`src/rtl/memory_operation_pipelined.sv`:
```
`default_nettype none
// ============================================================================
// Module   : memory_operation_pipelined
// Brief    : Single-port byte-maskable RAM with power-up clear sequence and a
//            1- or 2-stage read pipeline with selectable collision policy.
// Revision : 1.0
// ============================================================================
module memory_operation_pipelined #(
    parameter int DATA_SIZE  = 16,
    parameter int ADDRESS    = 4,
    parameter int RD_LATENCY = 1,
    parameter int WR_MODE    = 0
) (
    input  logic                   clk,
    input  logic                   rst_n,
    input  logic                   cs,
    input  logic                   write_en,
    input  logic                   read_en,
    input  logic [ADDRESS-1:0]     address_in,
    input  logic [DATA_SIZE-1:0]   data_in,
    input  logic [DATA_SIZE/8-1:0] byte_en,
    output logic [DATA_SIZE-1:0]   data_out,
    output logic                   data_valid,
    output logic                   busy
);

    localparam int                 c_NUM_BYTES = DATA_SIZE / 8;
    localparam int                 c_DEPTH     = 2 ** ADDRESS;
    localparam logic [ADDRESS-1:0] c_LAST_ADDR = '1;
    localparam logic [ADDRESS-1:0] c_ADDR_ONE  = {{(ADDRESS-1){1'b0}}, 1'b1};

    typedef enum logic [0:0] {
        S_CLEAR = 1'b0,
        S_IDLE  = 1'b1
    } state_t;

    state_t                 r_state;
    state_t                 w_state_nxt;
    logic [ADDRESS-1:0]     r_clr_addr;
    logic [DATA_SIZE-1:0]   r_mem [c_DEPTH];

    logic                   w_busy;
    logic                   w_wr_acc;
    logic                   w_rd_acc;
    logic [DATA_SIZE-1:0]   w_old;
    logic [DATA_SIZE-1:0]   w_merged;
    logic [DATA_SIZE-1:0]   w_rd_word;

    logic [RD_LATENCY-1:0]  r_pv;
    logic [DATA_SIZE-1:0]   r_pd [RD_LATENCY];
    logic [DATA_SIZE-1:0]   r_dout;
    logic                   r_dv;

    assign w_busy   = (r_state == S_CLEAR);
    assign w_wr_acc = cs & write_en & ~w_busy;
    assign w_rd_acc = cs & read_en & ~w_busy;
    assign w_old    = r_mem[address_in];

    generate
        for (genvar b = 0; b < c_NUM_BYTES; b++) begin : g_byte
            assign w_merged[8*b +: 8] = byte_en[b] ? data_in[8*b +: 8] : w_old[8*b +: 8];
        end
    endgenerate

    // Write-first returns the merged word only when a write lands on the same edge.
    assign w_rd_word = ((WR_MODE != 0) && w_wr_acc) ? w_merged : w_old;

    always_ff @(posedge clk or negedge rst_n) begin
        if (!rst_n) begin
            r_state    <= S_CLEAR;
            r_clr_addr <= '0;
        end else begin
            r_state <= w_state_nxt;
            if (w_busy) begin
                r_clr_addr <= r_clr_addr + c_ADDR_ONE;
            end
        end
    end

    always_comb begin
        w_state_nxt = r_state;
        case (r_state)
            S_CLEAR: begin
                if (r_clr_addr == c_LAST_ADDR) begin
                    w_state_nxt = S_IDLE;
                end
            end
            default: w_state_nxt = S_IDLE;
        endcase
    end

    // Storage carries no reset; the clear sequence provides the zero fill.
    always_ff @(posedge clk) begin
        if (w_busy) begin
            r_mem[r_clr_addr] <= '0;
        end else if (w_wr_acc) begin
            r_mem[address_in] <= w_merged;
        end
    end

    always_ff @(posedge clk or negedge rst_n) begin
        if (!rst_n) begin
            r_pv   <= '0;
            r_dout <= '0;
            r_dv   <= 1'b0;
            for (int i = 0; i < RD_LATENCY; i++) begin
                r_pd[i] <= '0;
            end
        end else begin
            r_pv[0] <= w_rd_acc;
            if (w_rd_acc) begin
                r_pd[0] <= w_rd_word;
            end
            for (int i = 1; i < RD_LATENCY; i++) begin
                r_pv[i] <= r_pv[i-1];
                r_pd[i] <= r_pd[i-1];
            end
            r_dv <= r_pv[RD_LATENCY-1];
            if (r_pv[RD_LATENCY-1]) begin
                r_dout <= r_pd[RD_LATENCY-1];
            end
        end
    end

    assign data_out   = r_dout;
    assign data_valid = r_dv;
    assign busy       = w_busy;

endmodule
`default_nettype wire

```
`config.mk`:
```
export PLATFORM = sky130hd
export DESIGN_NAME = memory_operation_pipelined
export DESIGN_NICKNAME = d
export VERILOG_FILES = /design/src/rtl/memory_operation_pipelined.sv
export SDC_FILE = /design/constraint.sdc
export NUM_CORES = 1
export LEC_CHECK = 0
export CAP_MARGIN = 20
export CORE_MARGIN = 2
export CORE_UTILIZATION = 40
export DETAILED_ROUTE_END_ITERATION = 12
export SLEW_MARGIN = 20
export SYNTH_ARGS = -nofsm -noshare
export SYNTH_HDL_FRONTEND = slang
export SYNTH_SLANG_ARGS = --single-unit
export TNS_END_PERCENT = 10
```
`constraint.sdc`:
```
create_clock -name clk -period 7.1 [get_ports clk]
set_clock_uncertainty 0.2 [all_clocks]
set_input_delay 1.775 -clock clk [delete_from_list [all_inputs] [get_ports clk]]
set_output_delay 1.775 -clock clk [all_outputs]
set_load 0.02 [all_outputs]
```
==> summary.md <==
| Metric | Value |
|---|---|
| Die width | 174.5 µm |
| GP Congestion | 0.8406 |
| Pwr per Cell Area | 274.9 nW/µm² |
| Top-count cell post-synth | edfxtp_1 |
| Leakage | 4.791 nW |
| Final Cycle Share | 0.6318 |
| Die Ht | 174.5 µm |
| Crit path DAT | 4.48 ns |
| ANT cells | 0 |
| CTS tree | done |
| Worst-path clk slew | 0.06 ns |
| Worst r2r src | r_state$_DFF_PN0_ |
| PortBufs | 44 |
| WHS Path Cells | 2 |
| PnR worst setup slack | 2.614 ns |
| Most used DFF post-synth | edfxtp_1 |
| Critical Path Start | address_in[1] |
| Fill count | 2375 |
| Commonest cells in the netlist | edfxtp_1 (256), mux2i_1 (96), dfrtp_1 (39), a21oi_1 (34), nor2_1 (33) |
| Slowest cell on the critical path | nor2b_2 |
| Max-cap violations | 0 |
| Congestion Overflow GR | 0 |
| Yosys reg bits | 295 |
| CTS Buf Count | 29 |
| Post-CTS Setup Bufs | 0 |
| Wire per inst | 24.14 µm |
| Vias in the first global route | 6424 |
| Die ar. | 30440 µm² |
| Via density | 5.606 |
| Worst skew pair latency | 0.53 ns |
| Routed via count | 6363 |
| Outcome | completed |
| Share of cells above drive strength 1 | 0.1744 |
| Hold path start | r_pd[13]$_DFFE_PN0P_ |
| Initial DRC count | 547 |
| Crit-path max FO | 18 |
| First drt pass iteration count | 6 |
| Clock Sinks | 295 |
| Post-DRT Antenna Nets | 0 |
| Register area | 8663 µm² |
| Largest cells by area after synthesis | edfxtp_1 (66%), dfrtp_1 (8.4%), mux2i_1 (8.3%) |
| Hold Path Class | flip-flop to flip-flop |
| Post-Synthesis Cells | 662 |
| GRT Total Usage | 0.1805 |
| Achievable Freq | 222.9 MHz |
| Netlist cell types | 33 |
| Rows | 62 |
| Tmin final | 4.486 ns |
| Synth Cell Area | 11620 µm² |
| Crit-path max cell delay | 0.69 ns |
| Register-to-register setup slack | 4.00 ns |
| Critical Path Start Type | input port |
| Worst slack at placement | 1.884 ns |
| CP Capture Type | flip-flop |
| Final hold vios | 0 |
| YS warnings | 0 |
| Hold Path Sink | r_pd[13]$_DFFE_PN0P_ |
| Share of the synthesized area in the top cell type | 0.6614 |
| Post-Route WL | 27400 µm |
| Synth-to-Final Area Change | 16.17% |
| Critical Path RT | 7.09 ns |
| Largest net degree at the start of global routing | 40 |
| Core area | 28630 µm² |
| RSZ-0062 raised after global routing | no |
| CTS resizes | 0 |
| VDD IR-drop max | 0.1677 mV |
| Critical path class | input port to flip-flop |
| EDFF count, synth | 256 |
| Final core utilization | 0.4717 |
| Worst Max-Slew Pin Slew | 1.028 ns |
| First-pass GRT wire length | 41210 µm |
| Mean Syn Cell Area | 17.56 µm² |
| Most used cell, CP | buf_4 |
| Starting density of the core | 0.4061 |
| R2R Path End | r_mem[2][0]$_DFFE_PP_ |
| CTS Root Cell | clkbuf_16 |
| Worst reg-to-reg path cell count | 4 |
| H-tree depth | 1 |
| Drc violations | 0 |
| # IOs | 45 |
| Hold buffers post-CTS | 0 |
| Nets | 757 |
| Post-DP HPWL | 16710 µm |
| Post-synthesis sequential area ratio | 0.7453 |
| Multi-input logic area | 2723 µm² |
| Initial antenna violation count | 0 |
| Post-Route Setup TNS | 0 ns |
| CTS Buffer Depth | 3 |
| Crit-path cells | clkdlybuf4s50_1 > buf_4 > nor2b_2 > buf_4 > a221o_1 > a2bb2oi_1 > a21oi_2 |
| Largest area contributor in the netlist | edfxtp_1 |
| Post-synth net total | 690 |
| Max-slew violations | 0 |
| Worst rel slew slack | 0.3139 |
| Endpoints failing setup | 0 |
| Async SR Flop Fraction | 0.1322 |
## critical path: cells and delay by family
kind,cells,cell delay (ns)
buffers and inverters,3,1.16
and+or+nand+nor,1,0.69
AOI/OAI and AO/OA,3,0.81
## through the flow
step	hold slack (ns)	power [W]	std cells	area [µm²]
after detailed placement	0.2790	0.002285	1082	12540
after global placement	0.2645	0.002279	1082	12530
after global routing	0.3141	0.003830	1135	13500
after floorplan	0.1519	0.002161	662	11620
final	0.2885	0.003712	1135	13500
after CTS	0.2922	0.003734	1135	13450
## sequential cells by signal (all words and copies together) (netlist names)
signal	flops
data_out	16
data_valid	1
r_clr_addr	4
r_mem	256
r_pd	16
r_pv	1
r_state	1
## cells in the final DEF (no fill, tap or decap), types with 2 or more instances in the layout
cell | synthesis | routed
mux4_2 | 16 | 16
clkbuf_8 | 0 | 6
xnor2_1 | 3 | 3
clkinv_2 | 0 | 7
clkinvlp_4 | 0 | 2
inv_1 | 7 | 7
and3_1 | 2 | 2
nor2b_1 | 3 | 2
a21oi_1 | 34 | 20
clkbuf_16 | 0 | 29
nor3_1 | 2 | 2
nand3_1 | 4 | 3
a222oi_1 | 16 | 16
a31oi_1 | 2 | 2
a21oi_2 | 0 | 14
a221o_1 | 16 | 16
mux2_2 | 17 | 17
clkinv_1 | 1 | 2
buf_4 | 2 | 33
a2bb2oi_1 | 16 | 16
nand2_1 | 18 | 18
a32oi_1 | 4 | 4
buf_2 | 14 | 2
clkdlybuf4s50_1 | 0 | 41
edfxtp_1 | 256 | 256
dfrtp_1 | 39 | 39
o21ai_0 | 16 | 16
mux2i_1 | 96 | 96
clkbuf_1 | 15 | 7
o21ai_1 | 16 | 16
nor2_1 | 33 | 33
## layout make-up
class	instances	area share
clock buffers	42	0.06180
clock inverters	11	0.006208
inverters	8	0.002224
multi-input cells	318	0.2016
flip-flops and latches	295	0.6416
well taps	384	0.03558
repair buffers	77	0.05096
## how the worst max path moves through the flow
stage                                         to  depth (start not counted)
after floorplan            r_mem[0][0]$_DFFE_PP_                          6
after global placement    r_mem[12][5]$_DFFE_PP_                          7
after detailed placement  r_mem[12][5]$_DFFE_PP_                          7
after CTS                 r_mem[0][15]$_DFFE_PP_                          7
after global routing       r_mem[9][7]$_DFFE_PP_                          6
final                      r_mem[4][5]$_DFFE_PP_                          7
## cells by family after synthesis
family | share of synthesized area
XOR/XNOR | 0.002261
buffers and inverters | 0.02562
multiplexers | 0.1301
adder cells (fa/ha/maj) | 0.001076
AO/OA/AOI/OAI | 0.07212
AND/OR/NAND/NOR | 0.02347
flip-flops | 0.7453
## per-layer routing
| layer | GRT usage | vias up | wire, µm |
|---|---|---|---|
| li1 | - | 2780 | - |
| met1 | 0.2468 | 3266 | 11540 |
| met2 | 0.2998 | 263 | 13230 |
| met3 | 0.02865 | 54 | 1896 |
| met4 | 0.05217 | 0 | 731 |
| met5 | 0 | - | 0 |
## power by group
group	total (W)	internal, W	switching [W]
sequential	0.00196	0.00193	0.0000268
clock	0.00146	0.000848	0.000614
combinational	0.000291	0.000125	0.000166
(Power assumes the default switching activity.)
